## src/rtl/tune_capture.sv

```systemverilog
// Recovers a square-wave note sequence (half-period and period count per note,
// up to four notes) from an asynchronous pwm line, ready to replay into the player.
module tune_capture #(
  parameter int TIMEOUT = 1000,
  parameter int TOL     = 1,
  parameter int CNTW    = 32
) (
  input  logic            clk,
  input  logic            reset_n,
  input  logic            arm,
  input  logic            pwm,
  output logic [CNTW-1:0] freq0,
  output logic [CNTW-1:0] freq1,
  output logic [CNTW-1:0] freq2,
  output logic [CNTW-1:0] freq3,
  output logic [CNTW-1:0] dur0,
  output logic [CNTW-1:0] dur1,
  output logic [CNTW-1:0] dur2,
  output logic [CNTW-1:0] dur3,
  output logic [2:0]      noteCount,
  output logic            capturing,
  output logic            done,
  output logic            overflow
);

  typedef enum logic [1:0] {IDLE, ARMED, MEASURE, DONE} state_t;

  localparam logic [CNTW-1:0] CNT_MAX   = {CNTW{1'b1}};
  localparam logic [CNTW-1:0] CNT_ONE   = CNTW'(1);
  localparam logic [CNTW-1:0] TOL_C     = CNTW'(TOL);
  localparam logic [CNTW-1:0] TIMEOUT_C = CNTW'(TIMEOUT - 1);

  state_t          state_r, state_next_s;
  logic            sync1_r, sync2_r, prev_r;
  logic            rise_s, same_s, timeout_s;
  logic [CNTW-1:0] cnt_r, pcur_r, period_s, diff_s;
  logic [CNTW-1:0] freq_r [4];
  logic [CNTW-1:0] dur_r  [4];
  logic [2:0]      note_count_r;
  logic [1:0]      open_idx_s;
  logic            capturing_r, done_r, overflow_r;

  assign rise_s = sync2_r & ~prev_r;

  // Period measurement, note matching and next-state decision.
  always_comb begin
    state_next_s = state_r;
    period_s     = (cnt_r == CNT_MAX) ? CNT_MAX : cnt_r + CNT_ONE;
    if (period_s >= pcur_r) begin
      diff_s = period_s - pcur_r;
    end else begin
      diff_s = pcur_r - period_s;
    end
    same_s     = (note_count_r != 3'd0) && (diff_s <= TOL_C);
    timeout_s  = (cnt_r == TIMEOUT_C);
    open_idx_s = note_count_r[1:0] - 2'd1;
    if (arm) begin
      state_next_s = ARMED;
    end else begin
      case (state_r)
        IDLE:    state_next_s = IDLE;
        ARMED:   state_next_s = rise_s ? MEASURE : ARMED;
        MEASURE: begin
          if (rise_s) begin
            if (note_count_r == 3'd4 && !same_s) begin
              state_next_s = DONE;
            end else begin
              state_next_s = MEASURE;
            end
          end else if (timeout_s) begin
            state_next_s = DONE;
          end else begin
            state_next_s = MEASURE;
          end
        end
        DONE:    state_next_s = DONE;
        default: state_next_s = IDLE;
      endcase
    end
  end

  // State register.
  always_ff @(posedge clk or negedge reset_n) begin
    if (!reset_n) begin
      state_r <= IDLE;
    end else begin
      state_r <= state_next_s;
    end
  end

  // Input synchronizer and result datapath; arm outranks any edge or timeout.
  always_ff @(posedge clk or negedge reset_n) begin
    if (!reset_n) begin
      sync1_r      <= 1'b0;
      sync2_r      <= 1'b0;
      prev_r       <= 1'b0;
      cnt_r        <= '0;
      pcur_r       <= '0;
      note_count_r <= 3'd0;
      capturing_r  <= 1'b0;
      done_r       <= 1'b0;
      overflow_r   <= 1'b0;
      for (int i = 0; i < 4; i++) begin
        freq_r[i] <= '0;
        dur_r[i]  <= '0;
      end
    end else begin
      sync1_r <= pwm;
      sync2_r <= sync1_r;
      prev_r  <= sync2_r;
      if (arm) begin
        cnt_r        <= '0;
        pcur_r       <= '0;
        note_count_r <= 3'd0;
        capturing_r  <= 1'b1;
        done_r       <= 1'b0;
        overflow_r   <= 1'b0;
        for (int i = 0; i < 4; i++) begin
          freq_r[i] <= '0;
          dur_r[i]  <= '0;
        end
      end else begin
        case (state_r)
          ARMED: begin
            if (rise_s) begin
              cnt_r  <= '0;
              pcur_r <= '0;
            end
          end
          MEASURE: begin
            if (rise_s) begin
              cnt_r <= '0;
              if (same_s) begin
                if (dur_r[open_idx_s] != CNT_MAX) begin
                  dur_r[open_idx_s] <= dur_r[open_idx_s] + CNT_ONE;
                end
              end else if (note_count_r != 3'd4) begin
                pcur_r                     <= period_s;
                freq_r[note_count_r[1:0]]  <= period_s >> 1;
                dur_r[note_count_r[1:0]]   <= CNT_ONE;
                note_count_r               <= note_count_r + 3'd1;
              end else begin
                overflow_r  <= 1'b1;
                capturing_r <= 1'b0;
                done_r      <= 1'b1;
              end
            end else begin
              if (cnt_r != CNT_MAX) begin
                cnt_r <= cnt_r + CNT_ONE;
              end
              if (timeout_s) begin
                capturing_r <= 1'b0;
                done_r      <= 1'b1;
              end
            end
          end
          default: ;
        endcase
      end
    end
  end

  assign freq0     = freq_r[0];
  assign freq1     = freq_r[1];
  assign freq2     = freq_r[2];
  assign freq3     = freq_r[3];
  assign dur0      = dur_r[0];
  assign dur1      = dur_r[1];
  assign dur2      = dur_r[2];
  assign dur3      = dur_r[3];
  assign noteCount = note_count_r;
  assign capturing = capturing_r;
  assign done      = done_r;
  assign overflow  = overflow_r;

endmodule

```

## config.mk

```make
export PLATFORM = sky130hd
export DESIGN_NAME = tune_capture
export DESIGN_NICKNAME = d
export VERILOG_FILES = /design/src/rtl/tune_capture.sv
export SDC_FILE = /design/constraint.sdc
export NUM_CORES = 1
export LEC_CHECK = 0
export ABC_CLOCK_PERIOD_IN_PS = 8200
export CORE_ASPECT_RATIO = 0.6
export CORE_MARGIN = 5
export CORE_UTILIZATION = 38
export CTS_CLUSTER_DIAMETER = 200
export DETAILED_ROUTE_END_ITERATION = 16
export PLACE_DENSITY = 0.56
export SYNTH_ARGS = -nofsm -noshare
export SYNTH_HDL_FRONTEND = slang
export SYNTH_SLANG_ARGS = --single-unit
```

## constraint.sdc

```tcl
create_clock -name clk -period 8.2 [get_ports clk]
set_input_delay 1.64 -clock clk [delete_from_list [all_inputs] [get_ports clk]]
set_output_delay 1.64 -clock clk [all_outputs]
set_load 0.05 [all_outputs]
```

# After elaboration in Yosys (flattened, before gate mapping)
# Index checks and enable logic that the tools add are counted.
classes:
  add_sub_neg: 6
  magnitude_cmp: 6
  eq_ne: 19
  muxes: 58
  bitwise: 7
  reduce_logical: 19
op_table:
  columns: ["operator", "count"]
  rows:
  - ["2-to-1 mux 128 bit", 11]
  - ["2-to-1 mux 32 bit", 14]
  - ["bitwise mux 128 bit", 2]
  - ["demux 32 bit (select 2 bit)", 2]
  - ["case mux 32 bit (2 select lines)", 2]
  - ["bitwise AND 124 bit", 1]
  - ["inverter 124 bit", 1]
  - ["adder 32 x 1 -> 32 bit (second input constant)", 2]
  - ["binary-select mux 32 bit (select 2 bit)", 1]
  - ["!= test 32 bit (second input constant)", 2]
  - ["subtractor 32 bit", 2]
  - ["== test 32 x 10 -> 1 bit (second input constant)", 1]
  - ["== test 32 bit (second input constant)", 1]
  - ["greater-or-equal comparator 32 bit", 1]
  - ["less-or-equal comparator 32 x 1 -> 1 bit (second input constant)", 1]
  - ["!= test 3 bit (second input constant)", 7]
  - ["2-to-1 mux 1 bit", 17]
  - ["AND reduction 4 bit", 4]
  - ["2-to-1 mux 3 bit", 5]
  - ["nonzero test 3 bit", 4]
  - ["case mux 2 bit (4 select lines)", 1]
  - ["greater-or-equal comparator 3 bit (second input constant)", 2]
  - ["< comparator 3 x 1 -> 1 bit (second input constant)", 2]
  - ["2-to-1 mux 2 bit", 3]
  - ["18 further kinds", 26]
word_totals:
  ff_bits: 331
  in_bits: 4
  out_inout_bits: 262
  elab_cells: 133

# Longest topological paths before layout
# Gate-level depths: netlist of the first run.
logic_depth:
  depth_word: 12
  ltp_mapped: 30
  ltp_nobuf: 25

# Worst setup path before layout of the first run
# Ideal clock, no wire load.
synth_timing:
  path_kind: "register to register"
  from: "register cnt_r[0]"
  to: "register freq_r, in the netlist freq1[10]"
  setup_ps: 122
  arrival_ps: 6576
  required_ps: 8078
  path_slack_ps: 1502
  stages_incl_launch_ff: 31
  path_buffers: 5
  synth_period_minus_slack_ps: 6698
  cell_sequence: "dfrtp_1 > ha_1 > and3_1 > nand4_1 > nor3_1 > nand3_1 > nor2_1 > nand3_1 > nor2_1 > nand4_1 > clkbuf_1 > nand2_1 > inv_1 > ha_1 > fa_1 > nand2b_1 > a21oi_1 > o21ai_0 > a211o_1 > nand2_1 > buf_4 > mux2i_1 > xnor2_1 > nand4_1 > nor4_2 > nand3_1 > nor3b_1 > clkbuf_1 > buf_2 > buf_2 > a32o_1"
synth_via:
  elab_chain_cells: 8
  word_cells_on_any_way: 17
  cone_classes: "add/sub: 3; order compare: 2; eq/ne: 2; mux: 8; reduce/logical: 2"
synth_rtl:
  columns: ["item", "line_no", "text"]
  rows:
  - ["start, declared", "36", "logic [CNTW-1:0] cnt_r, pcur_r, period_s, diff_s;"]
  - ["start signal, assigned", "149", "cnt_r <= cnt_r + CNT_ONE;"]
  - ["adder 32 x 1 -> 32 bit / == test 32 bit (equally long branches)", "48", "period_s = (cnt_r == CNT_MAX) ? CNT_MAX : cnt_r + CNT_ONE;"]
  - ["2-to-1 mux 32 bit *", "48", null]
  - ["subtractor 32 bit (tied with other cells)", "52", "diff_s = pcur_r - period_s;"]
  - ["2-to-1 mux 32 bit / 2-to-1 mux 128 bit (equally long branches)", "49, 137", null]
  - ["less-or-equal comparator 32 x 1 -> 1 bit / 2-to-1 mux 128 bit (equally long branches)", "54, 133", null]
  - ["logical AND 1 bit / 2-to-1 mux 128 bit (equally long branches)", "54, 131", null]
  - ["!= test 2 bit (no line) / 2-to-1 mux 128 bit (equally long branches)", null, null]
  - ["AND reduction 4 bit (no line) / 2-to-1 mux 128 bit (equally long branches)", null, null]
  - ["end signal, assigned by index", "139", "freq_r[note_count_r[1:0]] <= period_s >> 1;"]
  - ["end, declared", "37", "logic [CNTW-1:0] freq_r [4];"]
# Every way passes the cells marked *; elsewhere a longest branch is shown, timed or not. The select of a mux whose other input is x is not followed.
# A chain may end at the register's enable or synchronous reset.

# Worst setup path in the final report of the first run
layout_timing:
  from: "register cnt_r[0]"
  to: "register freq_r, in the netlist freq1[15]"
# Same word-level chain as after synthesis.

==> run metrics, run 1 <==
Synth top area share 0.4359; Non-Filler Instances 2819; Root Driver clkbuf_16; Hold WS 0.3517 ns; Mapped Area 0.01877 mm^2; worst r2r src cnt_r[0]$_DFFE_PN0P_; Avg Synthesized Cell Area 9.788 um^2; Hold Crit Start sync1_r$_DFF_PN0_; initial core utilization 0.3823; Worst VDD drop 0.1185 mV; Skew-Pair Late Insertion Delay 0.56 ns; dpl cell area 0.02218 mm^2; # rows 63; worst rel slew slack 0.2665; pin count of the biggest net entering global routing 146; setup TNS 0 ns; GRT overflow 0; most common flop cell mapped by yosys dfrtp_1; DP HPWL 55470 um; initial antenna violation count 0; synthesized flop and latch total 327; Slew Limit Fails 0; most numerous cell in the Yosys netlist dfrtp_1; # port buffers 261; CTS H-tree lvls 2; critical path endpoint category flip-flop; Area contributors post-synth dfrtp_1, a32o_1, ha_1; Synth Warn # 0; NumNets Final 2223; Fill cells 4550; reg-to-reg setup timing slack 0.52 ns; ys async rst share 1.000; data required time of the worst path 8.68 ns; # clock sinks 327; slew of the pin with the lowest slew margin 1.089 ns; Reg area 0.008184 mm^2; die width 296.9 um; post-synthesis cell count 1918; Achievable Freq 130.2 MHz; CTS Buffer Depth 3; maximum fanout along the worst path 60; critical path startpoint category flip-flop; area delta synth->final 25.51%; via density per instance 6.166; die height 182.2 um; RePlAce Congestion 1.029; leakage power 10.02 nW; Arr. time, crit path 8.16 ns; hold path depth 0; placed cells 2754; via count 17383; Worst Skew 0.02788 ns; die area 0.05409 mm^2; Max-cap violations 0; top cells by count, synth dfrtp_1, nand2_1, a32o_1, inv_1, o21ai_0; reg-to-reg critical path endpoint freq1[15]$_DFFE_PN0P_; drt first pass iters 5; multi-input logic area 0.009686 mm^2; vias in the first global route 16372; # hold bufs at CTS 0; HP Class flip-flop to flip-flop; Core ar. 0.04911 mm^2; R2R depth 27; TritonCTS Buffers 34; fin crit share 0.9367; status finished, final reports clean; Final Cell Area 0.02356 mm^2; Tmin final 7.681 ns; IO Count 266; n_diodes 0; drt drc 0; CTS clock-pin slew for the worst setup and hold paths 0.07 ns; Util after Layout 0.4798; Setup crit start cnt_r[0]$_DFFE_PN0P_; initial DRC count 2278; final setup fails 0; CP Class flip-flop to flip-flop; CTS tree built; Post-synth EDFFs 0; hold endpoint sync2_r$_DFF_PN0_; Detailed Route WL 75120 um; global-route wire length before repair 111500 um; Total GRT Usage 0.2685; final hold vios 0; Routed wire per std cell 26.65 um; DRT antenna net count 0; power per cell area 151.8 mW/mm^2; Cell variety after synth 84; post-synthesis sequential area ratio 0.4359; layout cells sized above 1 0.09728; leading area contributor after synthesis dfrtp_1
timing repair:
item	4_1_cts	5_1_grt
setup buffers	2	1
cloned	1	0
gates resized for setup	5	15
endpoints found under the setup margin	194	260
hold endpoints to repair	0	0
pin swaps	1	0
stage by stage:
step | setup slack, ns | power, mW
final | 0.5191 | 3.576
after global routing | -0.02184 | 3.689
after CTS | 0.02251 | 3.600
after detailed placement | -0.1079 | 1.840
after global placement | 0.1671 | 1.838
after floorplan | 1.502 | 1.754
critical path: stages, from the launching register on:
cell	delay, ns
dfrtp_1	0.41
ha_1	0.31
and3_1	0.27
nand4_1	0.21
nor3_2	0.29
nand3_1	0.26
nor2_2	0.26
nand3_1	0.14
nor2_2	0.19
nand4_1	0.22
buf_4	0.30
nand2_1	0.25
inv_1	0.08
ha_1	0.25
fa_1	0.43
nand2b_1	0.19
a21oi_1	0.25
o21ai_0	0.21
a211o_1	0.44
nand2_2	0.30
mux2i_1	0.33
a31oi_1	0.19
xnor2_2	0.28
nor2_2	0.14
nand3_2	0.19
nor3b_4	0.44
bufbuf_16	0.50
a32o_1	0.23
registers in the layout, indices dropped and copies added (netlist names), 31 cells and up:
name	count
cnt_r	32
freq0	31
freq2	31
dur0	32
freq1	31
dur3	32
freq3	31
dur2	32
dur1	32
pcur_r	32
cell type report:
class,instances,share of cell area
clock inverters,15,0.01205
flip-flops and latches,327,0.3474
multi-input cells,1336,0.4111
inverters,115,0.01832
clock buffers,46,0.04142
well taps,650,0.03452
repair buffers,330,0.1353
cell usage in the layout (no fill, tap or decap), types with 15 or more instances in the layout:
| master | Yosys | layout |
|---|---|---|
| a21oi_1 | 86 | 84 |
| clkbuf_16 | 0 | 34 |
| o2bb2ai_1 | 31 | 31 |
| ha_1 | 73 | 73 |
| nor2_1 | 82 | 78 |
| buf_4 | 9 | 63 |
| nand2_1 | 214 | 213 |
| and2_1 | 15 | 15 |
| nand3_1 | 49 | 48 |
| nand4_1 | 26 | 26 |
| clkdlybuf4s50_1 | 0 | 259 |
| a21o_1 | 17 | 17 |
| xor2_1 | 35 | 35 |
| o21ai_0 | 107 | 107 |
| o32ai_1 | 27 | 27 |
| inv_1 | 114 | 114 |
| o21a_1 | 17 | 17 |
| dfrtp_1 | 327 | 326 |
| mux4_2 | 32 | 32 |
| o22ai_1 | 60 | 60 |
| xnor2_1 | 50 | 49 |
| and3_1 | 23 | 23 |
| a32o_1 | 126 | 126 |
| nor3_1 | 27 | 26 |
| a22o_1 | 33 | 33 |
how the worst max path moves through the flow:
stage / endpoint / slack, ns / cells after the start
floorplan: freq1[10]$_DFFE_PN0P_ / 1.50 / 30
global placement: dur2[21]$_DFFE_PN0P_ / 0.17 / 26
detailed placement: dur2[22]$_DFFE_PN0P_ / -0.11 / 26
CTS: freq1[15]$_DFFE_PN0P_ / 0.02 / 27
global route: dur2[1]$_DFFE_PN0P_ / -0.02 / 28
finish: freq1[15]$_DFFE_PN0P_ / 0.52 / 27
power by group:
part           leakage [nW]  switching [mW]  internal, mW
Combinational          4.85           0.147        0.0486
Sequential             4.55         0.00345          1.62
Clock                 0.616           0.719          1.04
Total                  10.0           0.870          2.71
logic make-up (layout without fill, tap and decap cells):
kind of cell	Yosys count	count (layout)	share of synthesized area
compound gates	621	621	0.2439
simple gates	511	511	0.1304
flops	327	327	0.4359
buf+inv	258	506	0.05652
xor+xnor	85	85	0.03966
fa+ha+maj	75	75	0.05079
mux	40	40	0.04272
other cells	1	4	0.0001998
routing by layer:
metal / routed length, um / global-route usage / part of all wire / up-vias
met5: 0 / 0 / 0 / -
met4: 1296 / 0.04820 / 0.017 / 0
met3: 8343 / 0.08811 / 0.11 / 77
met2: 28610 / 0.3452 / 0.38 / 849
met1: 36870 / 0.4326 / 0.49 / 8862
li1: - / - / - / 7595
No activity file was read; power rests on OpenSTA's default activity.
==> run 2, diff against run 1 <==
--- a/config.mk
+++ b/config.mk
@@ -5,7 +5,6 @@
 export SDC_FILE = /design/constraint.sdc
 export NUM_CORES = 1
 export LEC_CHECK = 0
-export ABC_CLOCK_PERIOD_IN_PS = 8200
 export CORE_ASPECT_RATIO = 0.6
 export CORE_MARGIN = 5
 export CORE_UTILIZATION = 38
==> results of run 2 <==
No change in the layout: final DEF, timing and power equal those of run 1.
